===== src/rtl/uart_rx_pkg.sv =====
// uart_rx_pkg: shared UART defaults, FSM state encoding and baud divisor helper (reused by uart_tx).
package uart_rx_pkg;
  localparam int DEF_CLK_HZ = 50_000_000;
  localparam int DEF_BAUD = 115_200;
  localparam int DEF_OVERSAMPLE = 16;
  typedef enum logic [2:0] {IDLE, START, DATA, PARITY, STOP} state_t;
  function automatic int baud_div(input int clk_hz, input int baud, input int os);
    return clk_hz / (baud * os);
  endfunction
endpackage


===== src/rtl/uart_rx_if.sv =====
// uart_rx_if: serial line in, received byte and status levels out to the IO block.
interface uart_rx_if;
  logic rxd;
  logic [7:0] data;
  logic done;
  logic frame_err;
  logic parity_err;
  logic busy;
  modport master(input rxd, output data, done, frame_err, parity_err, busy);
  modport slave(output rxd, input data, done, frame_err, parity_err, busy);
endinterface


===== src/rtl/uart_baud_tick.sv =====
// uart_baud_tick: one-cycle tick every DIV clocks, held in phase zero while clr is high.
module uart_baud_tick #(
  parameter int DIV = 27
) (
  input  logic clk,
  input  logic rst,
  input  logic clr,
  output logic tick
);
  localparam int W = DIV > 1 ? $clog2(DIV) : 1;
  logic [W-1:0] cnt;
  assign tick = !clr && cnt == W'(DIV - 1);
  always_ff @(posedge clk or posedge rst)
    if (rst) cnt <= '0;
    else cnt <= (clr || tick) ? '0 : cnt + 1'b1;
endmodule


===== src/rtl/uart_rx.sv =====
// uart_rx: 8N1 UART receiver, 16x oversampled with 3-sample majority vote.
// Define UART_RX_PARITY_EN to add an even-parity bit after the data bits.
module uart_rx import uart_rx_pkg::*; #(
  parameter int CLK_HZ = DEF_CLK_HZ,
  parameter int BAUD = DEF_BAUD,
  parameter int OVERSAMPLE = DEF_OVERSAMPLE
) (
  input logic clk,
  input logic rst,
  uart_rx_if.master bus
);
  localparam int DIV = baud_div(CLK_HZ, BAUD, OVERSAMPLE);
  localparam int SW = $clog2(OVERSAMPLE);
  localparam int M = OVERSAMPLE / 2;
`ifdef UART_RX_PARITY_EN
  localparam bit PAR_EN = 1'b1;
`else
  localparam bit PAR_EN = 1'b0;
`endif
  state_t state, state_n;
  logic [1:0] sync;
  logic rxd_s, tick, decide, bit_end, s0, s1, vote, par, perr;
  logic [SW-1:0] scnt;
  logic [2:0] idx;
  logic [7:0] sh, data;
  logic done, frame_err, parity_err;
  assign rxd_s = sync[1];
  uart_baud_tick #(.DIV(DIV)) u_tick (.clk(clk), .rst(rst), .clr(state == IDLE), .tick(tick));
  assign decide = tick && scnt == SW'(M + 1);
  assign bit_end = tick && scnt == SW'(OVERSAMPLE - 1);
  assign vote = (s0 & s1) | (s0 & rxd_s) | (s1 & rxd_s);
  assign perr = PAR_EN && ((^sh) != par);
  always_ff @(posedge clk or posedge rst)
    if (rst) state <= IDLE;
    else state <= state_n;
  always_comb begin
    state_n = state;
    case (state)
      IDLE: state_n = rxd_s ? IDLE : START;
      START: state_n = (decide && vote) ? IDLE : bit_end ? DATA : START;
      DATA: state_n = (bit_end && idx == 3'd7) ? (PAR_EN ? PARITY : STOP) : DATA;
      PARITY: state_n = bit_end ? STOP : PARITY;
      STOP: state_n = decide ? IDLE : STOP;
      default: state_n = IDLE;
    endcase
  end
  // Stop is resolved mid-bit so a following start edge is never missed.
  always_ff @(posedge clk or posedge rst)
    if (rst) begin
      sync <= 2'b11;
      scnt <= '0;
      idx <= '0;
      s0 <= 1'b0;
      s1 <= 1'b0;
      par <= 1'b0;
      sh <= '0;
      data <= '0;
      done <= 1'b0;
      frame_err <= 1'b0;
      parity_err <= 1'b0;
    end else begin
      sync <= {sync[0], bus.rxd};
      scnt <= (state == IDLE || bit_end) ? '0 : tick ? scnt + 1'b1 : scnt;
      if (state == IDLE) idx <= '0;
      else if (state == DATA && bit_end) idx <= idx + 1'b1;
      if (tick && scnt == SW'(M - 1)) s0 <= rxd_s;
      if (tick && scnt == SW'(M)) s1 <= rxd_s;
      if (state == START && decide && !vote) begin
        done <= 1'b0;
        frame_err <= 1'b0;
        parity_err <= 1'b0;
      end
      if (state == DATA && decide) sh <= {vote, sh[7:1]};
      if (state == PARITY && decide) par <= vote;
      if (state == STOP && decide) begin
        frame_err <= !vote;
        parity_err <= perr;
        if (vote && !perr) begin
          data <= sh;
          done <= 1'b1;
        end
      end
    end
  assign bus.data = data;
  assign bus.done = done;
  assign bus.frame_err = frame_err;
  assign bus.parity_err = parity_err;
  assign bus.busy = state != IDLE;
endmodule


===== src/flat_wrapper.sv =====
// flat-port wrapper written by rule: the top's interface ports become plain ports
module uart_rx_flat import uart_rx_pkg::*;
#(
  parameter int CLK_HZ = DEF_CLK_HZ,
  parameter int BAUD = DEF_BAUD,
  parameter int OVERSAMPLE = DEF_OVERSAMPLE
)
  (clk, rst, bus_rxd, bus_data, bus_done, bus_frame_err, bus_parity_err, bus_busy);
  uart_rx_if bus_i ();
  input logic clk;
  input logic rst;
  input wire logic [$bits(bus_i.rxd)-1:0] bus_rxd;
  output wire logic [$bits(bus_i.data)-1:0] bus_data;
  output wire logic [$bits(bus_i.done)-1:0] bus_done;
  output wire logic [$bits(bus_i.frame_err)-1:0] bus_frame_err;
  output wire logic [$bits(bus_i.parity_err)-1:0] bus_parity_err;
  output wire logic [$bits(bus_i.busy)-1:0] bus_busy;
  assign bus_i.rxd = bus_rxd;
  assign bus_data = bus_i.data;
  assign bus_done = bus_i.done;
  assign bus_frame_err = bus_i.frame_err;
  assign bus_parity_err = bus_i.parity_err;
  assign bus_busy = bus_i.busy;
  uart_rx #(.CLK_HZ(CLK_HZ), .BAUD(BAUD), .OVERSAMPLE(OVERSAMPLE)) u_core (.clk(clk), .rst(rst), .bus(bus_i));
endmodule

===== config.mk =====
export PLATFORM = sky130hd
export DESIGN_NAME = uart_rx_flat
export DESIGN_NICKNAME = d
export VERILOG_FILES = /design/src/rtl/uart_rx_pkg.sv /design/src/rtl/uart_rx_if.sv /design/src/rtl/uart_baud_tick.sv /design/src/rtl/uart_rx.sv /design/src/flat_wrapper.sv
export SDC_FILE = /design/constraint.sdc
export NUM_CORES = 1
export LEC_CHECK = 0
export CAP_MARGIN = 20
export CORE_ASPECT_RATIO = 1.2
export CORE_UTILIZATION = 60
export CTS_CLUSTER_DIAMETER = 80
export DETAILED_ROUTE_END_ITERATION = 10
export PLACE_DENSITY = 0.86
export SYNTH_ARGS = -nofsm -noshare
export SYNTH_HDL_FRONTEND = slang
export SYNTH_SLANG_ARGS = --single-unit

===== constraint.sdc =====
create_clock -name clk -period 5.03 [get_ports clk]
set_input_delay 1.006 -clock clk [delete_from_list [all_inputs] [get_ports clk]]
set_output_delay 1.006 -clock clk [all_outputs]
set_load 0.005 [all_outputs]

### Word level (Yosys, flattened, before mapping)

Cells that the tools add are included.

* word-level logic and storage cells: 70
* memory bits (writable): 0
* output and inout bits: 12
* latch bits: 0
* memories kept: 0
* memory bits (read-only): 0
* input bits: 3
* bits in registers: 38

* bitwise operators: 5
* shift operators: 0
* $lt $le $gt $ge: 0
* reductions and logical operators: 22
* multiply operators: 0
* eq/ne operators: 10
* add/sub/neg operators: 3
* mux-type cells: 18
* div/mod/pow operators: 0

Operators by type and width (number)
* two-way mux 3 bit: 6
* one-hot mux 3 bit (5 select lines): 1
* == test 4 bit, second input constant: 3
* logical AND 1 bit: 12
* two-way mux 4 bit: 2
* two-way mux 1 bit: 7
* == test 3 x 2 -> 1 bit, second input constant: 2
* == test 3 bit, second input constant: 2
* nonzero test 2 bit: 3
* adder 5 x 1 -> 5 bit, second input constant: 1
* == test 5 bit, second input constant: 1
* two-way mux 5 bit: 1
* adder 4 x 1 -> 4 bit, second input constant: 1
* == test 4 x 3 -> 1 bit, second input constant: 1
* adder 3 x 1 -> 3 bit, second input constant: 1
* bitwise AND 1 bit: 3
* == test 3 x 1 -> 1 bit, second input constant: 1
* zero test 3 bit: 1
* nonzero test 3 bit: 1
* zero test 1 bit: 2
* logical OR 1 bit: 2
* two-way mux 2 bit: 1
* OR 1 bit: 2
* AND reduction 2 bit: 1

### Depth between registers and ports, before layout

* word-level depth: 9
* gate-level depth with buffers: 7
* depth with buffers taken out: 6

### By module

A second synthesis with hierarchy kept.

* cell total of the unflattened synthesis: 140
* area, all modules: 1780.5 µm²

By module, submodules not included
* uart_rx: times used 1, cells an instance 116, area an instance 1501.4 µm², sequential area each 803.3 µm²
* uart_baud_tick: times used 1, cells an instance 24, area an instance 279.0 µm², sequential area each 125.1 µm²

### Worst setup path before layout

No wires, ideal clock.

* kind: register to output
* start point: register u_core.state[2]
* end point: output bus_busy
* arrival time: 0.978 ns
* data required time: 4.024 ns
* cell stages (with the launch flop): 4
* path slack: 3.046 ns
* path buffers: 1
* path through: dfrtp_1 -> buf_4 -> nor3_2 -> inv_1

* longest elaborated chain between the ends: 1

RTL lines
* start, declared: RTL line uart_rx.sv:20 `state_t state, state_n;`
* start signal, assigned: RTL line uart_rx.sv:35 `else state <= state_n;`
* nonzero test 3 bit: RTL line uart_rx.sv:88 `assign bus.busy = state != IDLE;`
* end, declared: RTL line flat_wrapper.sv:17 `output wire logic [$bits(bus_i.busy)-1:0] bus_busy;`

No other way between the ends.

### Final worst setup path

* start point: register u_core.state[1]
* end point: output bus_busy

The elaborated chain is that of the path after synthesis.

==> reports/summary.txt <==
====================================================================================================
Cells traversed along the worst timing path                                             nor3_2 > inv_1 > clkdlybuf4s50_1
Number of nets still failing antenna checks after routing                                          0
Share of the yosys chip area belonging to registers                                            53.2%
Num Clock Sinks                                                                                   37
Number of nets produced by synthesis                                                             159
FF-to-FF End                                                                            u_core.state[1]
Top cell type by total area after synthesis                                             sky130_fd_sc_hd__dfrtp_1
RePlAce Congestion                                                                             0.861
FF+latch count, synth                                                                             37
Final non-filler cell area                                                               0.00199 mm2
Most common cell in the synthesized netlist                                             sky130_fd_sc_hd__dfrtp_1
Unrepaired setup endpoints after global routing                                                   no
Crit start category                                                                             flop
Cells taking the most area after synthesis                                              sky130_fd_sc_hd__dfrtp_1 50%, sky130_fd_sc_hd__mux2_2 12%, sky130_fd_sc_hd__ha_1 5.0%, sky130_fd_sc_hd__dfstp_2 3.0%, sky130_fd_sc_hd__nor2_1 3.0%
Critical path capture point                                                                 bus_busy
Ratio of cells with drive above 1 in the final layout                                          22.4%
Share of flip-flops with an asynchronous set or reset after synthesis                           100%
Delay of the slowest cell on the worst path                                                  0.53 ns
Leakage power figure                                                                        0.927 nW
Total setup buffers inserted after CTS                                                             0
Mean post-synth cell area                                                                   11.7 um2
Level count of the clock H-tree                                                                    2
Die area                                                                                 0.00313 mm2
DRC violation count after routing                                                                  0
Yosys warning count                                                                                0
Worst rel slew slack                                                                           63.5%
Area after DPL                                                                           0.00189 mm2
Initial core utilization                                                                       62.6%
Detail-routed via count per cell                                                                5.88
Total global routing track utilization                                                         24.9%
Total buffers and inverters traversed by the critical path                                         2
Clock Skew                                                                                 0.0160 ns
Global-route wire length before repair                                                       5.40 mm
Wire length on met2                                                                          1.73 mm
Vias in the first global route                                                                  1194
Transition at the pin with the smallest max-transition slack                                0.544 ns
Worst EP required                                                                            4.02 ns
Number of max-capacitance violations reported                                                      0
Layout Nets                                                                                      174
Clock tree from TritonCTS                                                                        yes
Number of core rows                                                                               21
Met3 wire length                                                                              105 um
Number of cells on the critical path                                                               3
Ratio of final minimum period to clock period                                                  59.5%
Pwr dens                                                                                  283 mW/mm2
Die width                                                                                    51.2 um
Arrival time of data at the critical path endpoint                                           1.99 ns
Register-to-register setup slack                                                             3.04 ns
Post-DR wirelength/cell                                                                      16.2 um
Most frequent cells after synthesis                                                     35 x sky130_fd_sc_hd__dfrtp_1, 19 x sky130_fd_sc_hd__mux2_2, 14 x sky130_fd_sc_hd__nor2_1
Metal-1 WL                                                                                   1.30 mm
Largest net degree at the start of global routing                                                 38
Final Hold Slack                                                                            0.361 ns
Count of port buffers added during placement                                                      13
Dominant register cell in the synthesized netlist                                       sky130_fd_sc_hd__dfrtp_1
Number of distinct library cells after synthesis                                                  37
Placed wire-length estimate                                                                  2.26 mm
Max Used Layer                                                                                  met4
Critical path endpoint category                                                          output port
Count of pins over their slew limit                                                                0
Post-synthesis instance area                                                             0.00174 mm2
Crit path max fanout                                                                              12
Number of top-level design ports                                                                  15
Routed WL                                                                                    3.23 mm
Area overhead of the layout relative to synthesis                                              14.2%
Root buffer cell                                                                        sky130_fd_sc_hd__clkbuf_4
Final critical path time including I/O delays and setup                                      2.99 ns
Area of the core                                                                         0.00279 mm2
Number of cells on the worst reg-to-reg path                                                       6
Clock-pin slew reported for the worst setup and hold paths after clock tree synthesis        0.12 ns
Die extent in y                                                                              61.1 um
Worst VDD drop                                                                                435 uV
Number of standard cells after synthesis                                                         149
Category of cells accounting for the largest share of critical-path delay               buffers and inverters
Top cell type's share of synthesized area                                                      50.2%
Max clock buf depth                                                                                2
Number of inserted filler cells in the final layout                                              204
Diode count                                                                                        0
FMAX                                                                                         334 MHz
Critical setup path kind                                                                     reg2out
Setup total negative slack                                                                      0 ns
Overall power consumption                                                                 0.000563 W
Number of flops mapped to enable cells by yosys                                                    0
Final Hold Fails                                                                                   0
Outcome                                                                                 finished clean
Initial antenna violation count                                                                    0
Class of the most critical hold timing path                                                  reg2reg
Standard cell with the maximum stage delay on the critical path                         sky130_fd_sc_hd__dfrtp_1
Reg-to-reg startpoint                                                                   u_core.u_tick.cnt[0]
Vias after detailed routing                                                                     1170
Number of design-rule violations left by the first detailed-router iteration                      13
Global route overflow                                                                              0
Clock latency on the worst-skew pair                                                         0.35 ns
Post-CTS Hold Buffers                                                                              0
TritonCTS Buffers                                                                                  5
Util after Layout                                                                              71.5%
CTS resizes                                                                                        0
Pre-Repair DR Iteration Count                                                                      4
Critical path origin                                                                    u_core.state[1]
Final number of setup-violating endpoints                                                          0
====================================================================================================
[worst min-delay path by stage]
stage	cells past startpoint	end	from
2_1_floorplan	0	u_core.sync[1]	u_core.sync[0]
3_3_place_gp	0	u_core.sync[1]	u_core.sync[0]
3_5_place_dp	0	u_core.sync[1]	u_core.sync[0]
4_1_cts	0	u_core.sync[1]	u_core.sync[0]
5_1_grt	0	u_core.sync[1]	u_core.sync[0]
6_report	0	u_core.sync[1]	u_core.sync[0]
[layout make-up]
class / instances / area [um2] / share of cell area (%)
clock buffer: 5 / 37.5 / 1.88
clock inverter: 3 / 65.1 / 3.27
inverter: 8 / 30.0 / 1.51
multi-input combinational: 98 / 751 / 37.7
sequential: 37 / 928 / 46.6
tap: 34 / 42.5 / 2.14
timing repair buffer: 14 / 138 / 6.91
[per-stage QoR]
stage / setup WS, ns / std cells
2_1_floorplan: 3.05 / 149
3_3_place_gp: 2.53 / 191
3_5_place_dp: 2.47 / 191
4_1_cts: 2.05 / 199
5_1_grt: 1.93 / 199
6_report: 2.04 / 199
[kinds of logic after synthesis]
family          Yosys count  share of synthesized area [%]
other cells               1                          0.215
xor+xnor                  4                           2.01
simple gates             47                           16.4
mux                      19                           12.3
buf+inv                  14                           3.73
flops                    37                           53.2
compound gates           19                           6.46
fa+ha+maj                 8                           5.67
[state kept, by name, summed over array words and instances, names as in the netlist]
name and cells:
u_core.u_tick.cnt 5, u_core.sh 8, u_core.s1 1, u_core.state 3
u_core.bus.frame_err 1, u_core.bus.data 8, u_core.sync 2, u_core.scnt 4
u_core.idx 3, u_core.s0 1, u_core.bus.done 1
[layer usage]
| metal | global-route usage [%] | vias up |
|---|---|---|
| met5 | 0 | - |
| met4 | 13.5 | 0 |
| met2 | 44.0 | 24 |
| met3 | 6.91 | 9 |
| li1 | - | 552 |
| met1 | 27.6 | 585 |
[power breakdown]
| group | switching [W] | internal (W) | leakage, nW |
|---|---|---|---|
| Combinational | 0.00000590 | 0.00000194 | 0.386 |
| Sequential | 0.000000564 | 0.000299 | 0.485 |
| Clock | 0.000102 | 0.000154 | 0.0552 |
| Total | 0.000109 | 0.000455 | 0.927 |
[layout by cell type (no fill, tap or decap), types with 2 or more instances in the layout]
cell type / count
sky130_fd_sc_hd__bufinv_16: 2
sky130_fd_sc_hd__mux2_2: 19
sky130_fd_sc_hd__nor2_1: 14
sky130_fd_sc_hd__a21oi_1: 7
sky130_fd_sc_hd__inv_1: 8
sky130_fd_sc_hd__ha_1: 7
sky130_fd_sc_hd__dfrtp_1: 35
sky130_fd_sc_hd__nand2_1: 7
sky130_fd_sc_hd__nor3_1: 6
sky130_fd_sc_hd__dfstp_2: 2
sky130_fd_sc_hd__xnor2_1: 2
sky130_fd_sc_hd__clkbuf_4: 5
sky130_fd_sc_hd__nor3_2: 2
sky130_fd_sc_hd__nand3_1: 4
sky130_fd_sc_hd__o21ai_0: 6
sky130_fd_sc_hd__xor2_1: 2
sky130_fd_sc_hd__or3_1: 2
sky130_fd_sc_hd__clkdlybuf4s50_1: 13
sky130_fd_sc_hd__nand3b_1: 2
(Power assumes the default switching activity.)
